## config.mk

```make
export PLATFORM = sky130hd
export DESIGN_NAME = uart_rx_flat
export DESIGN_NICKNAME = d
export VERILOG_FILES = /design/src/rtl/uart_rx_if.sv /design/src/rtl/uart_rx.sv /design/src/flat_wrapper.sv
export SDC_FILE = /design/constraint.sdc
export NUM_CORES = 1
export LEC_CHECK = 0
export ABC_AREA = 0
export CAP_MARGIN = 20
export CORE_UTILIZATION = 45
export CTS_CLUSTER_DIAMETER = 40
export CTS_CLUSTER_SIZE = 8
export DETAILED_ROUTE_END_ITERATION = 12
export GPL_ROUTABILITY_DRIVEN = 0
export PLACE_DENSITY_LB_ADDON = 0.08
export SLEW_MARGIN = 5
export SYNTH_ARGS = -nofsm -noshare
export SYNTH_HDL_FRONTEND = slang
export SYNTH_SLANG_ARGS = --single-unit
```

## constraint.sdc

```tcl
create_clock -name clk -period 1.9 [get_ports clk]
set_input_delay 0.19 -clock clk [delete_from_list [all_inputs] [get_ports clk]]
set_output_delay 0.19 -clock clk [all_outputs]
set_load 0.1 [all_outputs]
```

## src/rtl/uart_rx_if.sv

```systemverilog
// rtl/uart_rx_if.sv - received-word bundle between uart_rx and its consumer
interface uart_rx_if #(
  parameter int BIT_COUNT = 8
);
  logic [BIT_COUNT-1:0] dout_o;
  logic                 rx_done_tick_o;
  logic                 frame_err_o;

  modport master (output dout_o, rx_done_tick_o, frame_err_o);
  modport slave  (input  dout_o, rx_done_tick_o, frame_err_o);
endinterface

```

## src/rtl/uart_rx.sv

```systemverilog
// rtl/uart_rx.sv - 8N1-style UART receiver with mid-bit sampling and frame-error tick
module uart_rx #(
  parameter int CLOCK_FREQ = 100_000_000,
  parameter int BAUD_RATE  = 115_200,
  parameter int BIT_COUNT  = 8
) (
  input  logic     clk,
  input  logic     rst_i,
  input  logic     rx_i,
  uart_rx_if.master bus
);
  localparam int BIT_TIMER = CLOCK_FREQ / BAUD_RATE;
  localparam int HALF      = BIT_TIMER / 2;
  localparam int TW        = $clog2(BIT_TIMER) + 1;
  localparam int CW        = $clog2(BIT_COUNT) + 1;

  localparam logic [TW-1:0] HALF_LAST = TW'(HALF - 1);
  localparam logic [TW-1:0] BIT_LAST  = TW'(BIT_TIMER - 1);
  localparam logic [CW-1:0] CNT_LAST  = CW'(BIT_COUNT - 1);

  typedef enum logic [2:0] {
    S_IDLE,
    S_START,
    S_DATA,
    S_STOP,
    S_WAIT
  } state_t;

  state_t               state, state_next;
  logic [TW-1:0]        timer, timer_next;
  logic [CW-1:0]        bit_cnt, bit_cnt_next;
  logic [BIT_COUNT-1:0] shift, shift_next;
  logic [BIT_COUNT-1:0] dout_next;
  logic                 done_next, err_next;
  logic                 rx_m, rx_s;

  // Synchronizer flops reset high so reset never looks like a start bit
  always_ff @(posedge clk or posedge rst_i) begin
    if (rst_i) begin
      rx_m <= 1'b1;
      rx_s <= 1'b1;
    end else begin
      rx_m <= rx_i;
      rx_s <= rx_m;
    end
  end

  always_ff @(posedge clk or posedge rst_i) begin
    if (rst_i) begin
      state              <= S_IDLE;
      timer              <= '0;
      bit_cnt            <= '0;
      shift              <= '0;
      bus.dout_o         <= '0;
      bus.rx_done_tick_o <= 1'b0;
      bus.frame_err_o    <= 1'b0;
    end else begin
      state              <= state_next;
      timer              <= timer_next;
      bit_cnt            <= bit_cnt_next;
      shift              <= shift_next;
      bus.dout_o         <= dout_next;
      bus.rx_done_tick_o <= done_next;
      bus.frame_err_o    <= err_next;
    end
  end

  always_comb begin
    state_next   = state;
    timer_next   = timer + 1'b1;
    bit_cnt_next = bit_cnt;
    shift_next   = shift;
    dout_next    = bus.dout_o;
    done_next    = 1'b0;
    err_next     = 1'b0;
    case (state)
      S_IDLE: begin
        timer_next = '0;
        if (!rx_s) state_next = S_START;
      end
      S_START: begin
        if (timer == HALF_LAST) begin
          timer_next   = '0;
          bit_cnt_next = '0;
          state_next   = rx_s ? S_IDLE : S_DATA;
        end
      end
      S_DATA: begin
        if (timer == BIT_LAST) begin
          timer_next   = '0;
          shift_next   = {rx_s, shift[BIT_COUNT-1:1]};
          bit_cnt_next = bit_cnt + 1'b1;
          if (bit_cnt == CNT_LAST) state_next = S_STOP;
        end
      end
      S_STOP: begin
        // Leaving at mid-stop lets the next start bit follow with no gap
        if (timer == BIT_LAST) begin
          timer_next = '0;
          if (rx_s) begin
            dout_next  = shift;
            done_next  = 1'b1;
            state_next = S_IDLE;
          end else begin
            err_next   = 1'b1;
            state_next = S_WAIT;
          end
        end
      end
      S_WAIT: begin
        timer_next = '0;
        if (rx_s) state_next = S_IDLE;
      end
      default: begin
        timer_next = '0;
        state_next = S_IDLE;
      end
    endcase
  end
endmodule
```

## src/flat_wrapper.sv

```systemverilog
// flat-port wrapper written by rule: the top's interface ports become plain ports
module uart_rx_flat 
#(
  parameter int CLOCK_FREQ = 100_000_000,
  parameter int BAUD_RATE  = 115_200,
  parameter int BIT_COUNT  = 8
)
  (clk, rst_i, rx_i, bus_dout_o, bus_rx_done_tick_o, bus_frame_err_o);
  uart_rx_if #(.BIT_COUNT(BIT_COUNT)) bus_i ();
  input  logic clk;
  input  logic rst_i;
  input  logic rx_i;
  output wire logic [$bits(bus_i.dout_o)-1:0] bus_dout_o;
  output wire logic [$bits(bus_i.rx_done_tick_o)-1:0] bus_rx_done_tick_o;
  output wire logic [$bits(bus_i.frame_err_o)-1:0] bus_frame_err_o;
  assign bus_dout_o = bus_i.dout_o;
  assign bus_rx_done_tick_o = bus_i.rx_done_tick_o;
  assign bus_frame_err_o = bus_i.frame_err_o;
  uart_rx #(.CLOCK_FREQ(CLOCK_FREQ), .BAUD_RATE(BAUD_RATE), .BIT_COUNT(BIT_COUNT)) u_core (.clk(clk), .rst_i(rst_i), .rx_i(rx_i), .bus(bus_i));
endmodule
```

==> impl_results.md <==
- Core Region: 3690 µm²
- Primary FF master, synth: dfrtp_1
- Worst R2R Start: u_core.timer[1]
- Most frequent cells in the layout: dfrtp_1, buf_4, nor2_1
- Largest net degree at the start of global routing: 39
- First-pass DRT Iterations: 4
- Worst slew pin tran: between 400 and 500 ps
- Post-Layout Cell Count: 237
- Mapped Cells: 148
- Max Slew Vio Count: 0
- Worst-skew pair later-pin latency: around 290 ps
- Port Buffers: 12
- CP Capture Type: flip-flop
- Total gr overflow: 0
- Initial DRC Count: 59
- Outcome: complete, but fails checks
- Crit path max fanout: 3
- Clk sinks: 38
- Syn Std Cell Area: 1750 µm²
- Critical path startpoint category: flip-flop
- WL final: around 3800 µm
- I/O pins: 13
- CP arrival: 2190 ps
- First-pass GRT wire length: 5920 µm
- Final WS setup: -107 ps
- Die area: 4150 µm²
- Failing checks: negative setup slack
- Crit-path slowest cell: or4bb_4
- Rel. slew slack: 0.679
- Crit path max-delay family: compound AO/OA/AOI/OAI gates
- Final Power: 1.69 mW
- Seq cells post-synth: 38
- CP peak stage delay: 480 ps
- Worst setup path class: flip-flop to flip-flop
- Initial cell density of the core: 0.476
- CTS tree: yes
- Wire per inst: 16.0 µm
- Worst min path class: input port to async pin
- Vias in the first global route: 1,336
- GRT Total Usage: 0.191
- Async SR Flop Fraction: 1.00
- Clock buffer depth: 2
- Die X: 64.4 µm
- Ant diodes: 0
- Pre-CTS setup slack: -132 ps
- Final instance area: approximately 2400 µm²
- Post-route ant nets: 0
- Vias: roughly 1,300
- Mapped Nets: 154
- Share of cells above drive strength 1: 0.413
- Maximum VDD drop: a little under 0.7 mV
- PD cells: about 710 nW/µm²
- Post-synthesis sequential area ratio: 0.544
- Cell Rows: 22
- Lkg Pwr: 1.12 nW
- Number of distinct library cells after synthesis: 35
- Syn_area_per_cell: 11.9 µm²
- Area Growth Syn to Fin: 34.8%
- Crit-path cells: inv_1 -> ha_1 -> or4bb_4 -> o41ai_4 -> nand3_2 -> a211o_1
- Period utilisation layout: 1.06
- DP Area: about 2100 µm²
- Fmax: 0.498 GHz
- Die Y: 64.4 µm
- Bufs and invs on worst path: 1
- Final Hold Violating Endpoints: 0
- Hold_buf cts: 0
- HPWL Detailed: approximately 2400 µm
- Vias per std cell: around 5.3
- Post-route clock skew: 6.41 ps
- CP required: 2080 ps
- # setup viols final: 9
- Initial antenna violation count: 0
- Nets@finish: between 150 and 200
- Residual DRC count: 0
- Maxcap violations: 0
- Yosys warns: 0
- Crit path from: u_core.timer[1]
- Clock root buffer: clkbuf_8
- Clock slew at reported path FFs: 80 ps
- Number of synthesized flops with an enable pin: 0
- Cells after DPL: approximately 230
- Leading cell type in the layout, fill and taps excluded: dfrtp_1
- RSZ-0062 raised after global routing: yes
- CTS Buf Count: 5
- H-Tree Depth: 2
- Post-layout min period: 2010 ps
-- stage by stage --
| stage | hold WS [ps] | util | TNS (ps) |
|---|---|---|---|
| 2_1_floorplan | 194 | - | -391 |
| 3_3_place_gp | 347 | 0.566 | -187 |
| 3_5_place_dp | 347 | 0.566 | -780 |
| 4_1_cts | 289 | 0.612 | -398 |
| 5_1_grt | 317 | 0.641 | -900 |
| 6_report | 308 | 0.641 | -331 |
-- synth_stat cells (3+ instances only) --
| library cell | count | share of area |
|---|---|---|
| dfrtp_1 | 36 | 0.51 |
| nor2_1 | 19 | 0.041 |
| nand3_1 | 11 | 0.031 |
| mux2_2 | 10 | 0.064 |
| mux2_4 | 7 | 0.060 |
| xnor2_1 | 7 | 0.035 |
| nor3_1 | 6 | 0.017 |
| inv_1 | 5 | 0.011 |
| nand2_1 | 5 | 0.011 |
| nand2b_1 | 4 | 0.014 |
| clkbuf_1 | 3 | 0.0064 |
| ha_1 | 3 | 0.021 |
| o31ai_1 | 3 | 0.013 |
-- worst min-delay path, delay by kind of cell --
family | cells | cell delay (ps)
buffers and inverters | 3 | 850
-- routing by layer --
metal,part of all wire,GRT usage
met3,0.042,0.0475
met4,0.022,0.103
met1,0.42,0.223
met5,0,0
met2,0.51,0.320
-- kinds of logic after synthesis --
family	count (synthesis)	synth area share
flops	38	0.544
simple gates	56	0.169
xor+xnor	9	0.0449
compound gates	13	0.0606
buf+inv	11	0.0307
fa+ha+maj	3	0.0214
mux	18	0.130
-- layout make-up --
cell class / count / area [µm²]
Clock buffer: 6 / 82.6
Clock inverter: 2 / 60.1
Fill cell: 280 / 1320
Sequential cell: 38 / 953
Tap cell: 48 / 60.1
Multi-Input combinational cell: 100 / 875
Timing Repair Buffer: 38 / 315
Inverter: 5 / 18.8
-- state kept, by name, indices dropped and copies added, names as in the netlist --
name / count
u_core.timer: 11
u_core.shift: 8
u_core.bit_cnt: 4
u_core.bus.frame_err_o: 1
u_core.bus.rx_done_tick_o: 1
u_core.state: 3
u_core.rx_s: 1
u_core.bus.dout_o: 8
u_core.rx_m: 1
-- worst paths after layout --
check,end,slack [ps],depth (start not counted)
worst max-delay path,u_core.bit_cnt[3],-110,6
worst min-delay path,u_core.bit_cnt[3],310,3
worst max register to register,u_core.bit_cnt[3],-110,6
worst min register to register,u_core.rx_s,360,0
max in group asynchronous,u_core.rx_s,1240,3
min in group clk,u_core.rx_m,310,1
-- power by group --
group	switching, mW	total [mW]	internal [mW]
sequential	0.00260	0.815	0.812
combinational	0.0171	0.0242	0.00706
clock	0.290	0.850	0.560
total	0.310	1.69	1.38
-- repair_timing --
item / 4_1_cts / 5_1_grt
setup buffers: 0 / 2
cloned: 0 / 1
hold endpoints to repair: 0 / 0
pin swaps: 0 / 11
endpoints found under the setup margin: 31 / 31
resized for setup: 5 / 11
No activity file was read; power rests on OpenSTA's default activity.
==> edit 1, RTL diff (same settings) <==
Re-encode `state_t` (5 states) as Gray code, 3 bits wide.
--- a/src/rtl/uart_rx.sv
+++ b/src/rtl/uart_rx.sv
@@ -19,11 +19,11 @@
   localparam logic [CW-1:0] CNT_LAST  = CW'(BIT_COUNT - 1);
 
   typedef enum logic [2:0] {
-    S_IDLE,
-    S_START,
-    S_DATA,
-    S_STOP,
-    S_WAIT
+    S_IDLE  = 3'b000,
+    S_START = 3'b001,
+    S_DATA  = 3'b011,
+    S_STOP  = 3'b010,
+    S_WAIT  = 3'b110
   } state_t;
 
   state_t               state, state_next;
Check against the original RTL: no difference found for any inputs over 10 cycles, from zero or initial values and one cycle with rst_i high; not proved beyond that.
==> edit 1 against the original RTL <==
Global-route usage shrank 1.3 points. Power shrank 9.1%. Sequential cell count is the same. Largest cell class unchanged. Setup slack gained 0.20 ns. Cell count shrank 3.4%. Via count shrank 4.0%. Area after synthesis is essentially flat. Cell area shrank 9.5%. Critical path type unchanged. Core utilization shrank 6.1 points. Wire length shrank 18%.
==> edit 1: results (changes against the original RTL) <==
- Slowest stage delay, CP: 0.36 ns (-0.12 ns)
- Compound-Gate Fraction of Synth Area: 6.50% (+0.43 points)
- Max IR drop VDD: 0.377 mV (-45%)
- WL met1: 1460 microns (-9.0%)
- Leakage: 0.00102 uW (-8.6%)
- Worst-margin pin slew: 0.466 ns (-0.0152 ns)
- Pre-CTS setup slack: -0.0496 ns (+0.0823 ns)
- Largest net degree at the start of global routing: 39 (unchanged)
- Post-CTS sizing: 2 (-3)
- Initial DRC Count: 48 (-19%)
- Post-synth cell types: 37 (+5.7%)
- Share of layout cells above drive strength 1: 33.7% (-7.6 points)
- Yosys warning total: 0 (unchanged)
- Mux share of post-synthesis cell area: 10.9% (-2.1 points)
- Nets: 186 (-4.1%)
- Synth Area in XOR/XNOR: 4.50% (about the same)
- TritonCTS buffer count: 5 (unchanged)
- CP arrival: 1.98 ns (-0.21 ns)
- Setup repair bufs after CTS: 0 (unchanged)
- GRT Total Usage: 17.8% (-1.3 points)
- Sequential share of the synthesized area: 54.4% (about the same)
- Top post-synthesis cells by count: dfrtp_1, mux2_2, nor2_1
- Met3 WL post-DR: 119 microns (-26%)
- Status: completed
- Crit path max fanout: 9 (+6)
- Delay-heaviest family, CP: simple AND/OR/NAND/NOR gates
- Hpwl dp: 2290 microns (-4.9%)
- Synth Area in Adders: 2.14% (about the same)
- WL met2: 1460 microns (-25%)
- Routed WL: 3100 microns (-18%)
- Global-route wire length before repair: 5430 microns (-8.3%)
- Post-synthesis async set-or-reset flop share: 100% (unchanged)
- # port buffers: 12 (unchanged)
- Critical R2R Capture: u_core.shift[3]$_DFFE_PP0P_
- Synth top area cells: dfrtp_1, mux2_2, nor2_1
- Diodes inserted: 0 (unchanged)
- Slowest-stage cell, CP: dfrtp_1
- R2R Setup Slk: 0.09 ns (+0.20 ns)
- Vias in the first global route: 1180 (-12%)
## edit 1: where the power goes
group	internal (uW)	leakage (uW)	switching [uW]
Sequential	813	0.000509	2.58
Combinational	6.11	0.000455	15.7
Clock	428	0.0000585	271
## edit 1: area by class of cell
| cell class | instances | area (sq um) |
|---|---|---|
| multi-input cells | 101 | 766 |
| well taps | 48 | 60.1 |
| clock buffers | 7 | 86.3 |
| inverters | 4 | 15.0 |
| fillers | 304 | 1550 |
| flip-flops and latches | 38 | 953 |
| repair buffers | 30 | 230 |
| clock inverters | 1 | 30.0 |
## edit 1: per-layer routing
metal  global-route usage [%]  vias up
li1                         -      587
met2                     27.1       24
met4                     8.33        0
met5                        0        -
met1                     22.8      598
met3                     5.81        7
## edit 1: stage by stage
step | cell area, sq um | instances
floorplan | 1750 | 148
global placement | 2010 | 221
detailed placement | 2010 | 221
CTS | 2140 | 229
global route | 2140 | 229
finish | 2140 | 229
==> edit 2, RTL diff (config.mk and constraints unchanged) <==
Made on the original files. `CLOCK_FREQ` is set to 100_000_000 in 2 places; all go to 25_000_000.
--- a/src/rtl/uart_rx.sv
+++ b/src/rtl/uart_rx.sv
@@ -1,6 +1,6 @@
 // rtl/uart_rx.sv - 8N1-style UART receiver with mid-bit sampling and frame-error tick
 module uart_rx #(
-  parameter int CLOCK_FREQ = 100_000_000,
+  parameter int CLOCK_FREQ = 25_000_000,
   parameter int BAUD_RATE  = 115_200,
   parameter int BIT_COUNT  = 8
 ) (
--- a/src/flat_wrapper.sv
+++ b/src/flat_wrapper.sv
@@ -1,7 +1,7 @@
 // flat-port wrapper written by rule: the top's interface ports become plain ports
 module uart_rx_flat 
 #(
-  parameter int CLOCK_FREQ = 100_000_000,
+  parameter int CLOCK_FREQ = 25_000_000,
   parameter int BAUD_RATE  = 115_200,
   parameter int BIT_COUNT  = 8
 )
Behaviour: no difference found for any inputs over 10 cycles, from zero or initial values and one cycle with rst_i high; that may be too few to reach the edited logic, so the function may still have changed.
==> edit 2 against the original RTL <==
Area after synthesis is 5.7% lower. Non-clock buffer count is 18 lower. Via count is 16% lower. Core utilization is 7.8 points lower. Power is 29% lower. Wire length is 28% lower. Count of clock-buffer cells in the layout is 1 lower. Sequential cell count is 2 lower. Highest routed layer unchanged. Setup slack better by 0.20 ns. Cell area is 19% lower. Critical endpoint is now u_core.bus.dout_o[7]$_DFFE_PP0P_. Clock skew is 0.0024 ns higher.
==> edit 2: results (changes against the original RTL) <==
- Status: completed
- TritonCTS buffer count: 5 (unchanged)
- Post-CTS sizing: 0 (-5)
- # H-tree levels: 2 (unchanged)
- Nets: 162 (-16%)
- Clk_lat worst skew: 0.35 ns (+0.06 ns)
- Critical path capture point type: flop
- Setup repair bufs after CTS: 0 (unchanged)
- Yosys warning total: 0 (unchanged)
- Global-route wire length before repair: 5030 microns (-15%)
- Slowest stage delay, CP: 0.44 ns (-0.04 ns)
- Most used DFF post-synth: dfrtp_1
- Leakage: 0.000875 uW (-22%)
- Synth top area cells: dfrtp_1, mux2_2, nor3_1
- Routed wire per std cell: 13.5 microns (-16%)
- Vias/cell: 5.22 (-2.3%)
- Pre-CTS setup slack: 0.0849 ns (+0.217 ns)
- CP arrival: 2.05 ns (-0.14 ns)
- Largest net degree at the start of global routing: 37 (-5.1%)
- Sequential share of the synthesized area: 54.6% (+0.26 points)
- Crit path max fanout: 8 (+5)
- Comb. pwr: 21.4 uW (-12%)
- Synth Net Count: 137 (-11%)
- Post-synthesis async set-or-reset flop share: 100% (unchanged)
- Routed WL: 2740 microns (-28%)
- Detailed Routing Iterations Pass 1: 4 (unchanged)
- Reg clk slew, reported paths: 0.11 ns (+0.03 ns)
- Placed Cells incl. Taps: 193 (-15%)
- Vias in the first global route: 1125 (-16%)
- Max IR drop VDD: 0.532 mV (-22%)
- Hpwl dp: 2000 microns (-17%)
- Top flop regs: u_core.timer: 9 flops, u_core.bus.dout_o: 8 flops, u_core.shift: 8 flops
- Post-synth cell types: 39 (+11%)
- Period minus WS final: 1.81 ns (-0.200 ns)
- Fillers: 299 (+6.8%)
- Initial DRC Count: 58 (-1.7%)
- HP Class: in -> async
- Max Root-Sink Buffers: 2 (unchanged)
- Initial antenna violation count: 0 (unchanged)
- GRT Total Usage: 16.8% (-2.3 points)
- Slowest-stage cell, CP: dfrtp_1
- R2R cell count: 6 (unchanged)
- Hold Buf Count CTS: 0 (unchanged)
- Clock share of power: 34.3% (-16 points)
- Fin Clk Skew: 0.00878 ns (+0.00237 ns)
- Critical R2R Capture: u_core.bus.dout_o[7]$_DFFE_PP0P_
- Startpoint type of the worst setup path: flop
- Relative slew slack: 70.3% (+2.4 points)
- Sw frac: 23.8% (+5.4 points)
- Delay-heaviest family, CP: simple AND/OR/NAND/NOR gates
- Reg2reg start: u_core.timer[0]$_DFF_PP0_
- Diodes inserted: 0 (unchanged)
- R2R Setup Slk: 0.09 ns (+0.20 ns)
- Top post-synthesis cells by count: dfrtp_1, mux2_2, nor3_1
- # port buffers: 12 (unchanged)
- Clock root buffer: clkbuf_4
- Synth Area per Inst: 12.6 sq um (+6.5%)
- Share of layout cells above drive strength 1: 36.3% (-5.0 points)
-- edit 2: cell count changes after synthesis, moves of 3 or more --
| cell | unedited run | this run |
|---|---|---|
| mux2_2 | 10 | 17 |
| mux2_4 | 7 | 0 |
| nand2b_1 | 4 | 0 |
| nand3_1 | 11 | 5 |
| nor2_1 | 19 | 7 |
| nor3_1 | 6 | 14 |
| nor4_1 | 0 | 3 |
| o31ai_1 | 3 | 0 |
-- edit 2: metal layers --
layer | GRT usage (%) | wire [microns] | vias up
met3 | 5.47 | 104 | 6
li1 | - | - | 520
met1 | 20.4 | 1260 | 521
met5 | 0 | 0 | -
met4 | 6.98 | 62 | 0
met2 | 27.4 | 1320 | 13
-- edit 2: layout make-up --
type / instances / area share, %
Sequential cell: 36 / 46.9
Multi-Input combinational cell: 88 / 37.8
Timing Repair Buffer: 20 / 8.06
Tap cell: 46 / 2.99
Clock buffer: 5 / 1.95
Clock inverter: 3 / 1.24
Inverter: 5 / 0.975
-- edit 2: stage by stage --
step / hold slack, ns / TNS, ns / power (uW) / area [sq um] / utilization (%)
floorplan: 0.194 / 0 / 799 / 1650 / -
global placement: 0.349 / 0 / 810 / 1840 / 53.8
detailed placement: 0.347 / 0 / 810 / 1840 / 53.8
CTS: 0.234 / 0 / 1230 / 1900 / 55.6
global route: 0.246 / -0.158 / 1250 / 1920 / 56.3
finish: 0.238 / 0 / 1210 / 1920 / 56.3
-- edit 2: cells by family (layout without fill, tap and decap cells) --
group,Yosys count,in the layout,synth area share (%)
AND/OR/NAND/NOR,52,52,21.0
flip-flops,36,36,54.6
multiplexers,17,17,11.6
AO/OA/AOI/OAI,9,9,4.77
XOR/XNOR,7,7,3.71
buffers and inverters,7,33,2.04
adder cells (fa/ha/maj),3,3,2.27
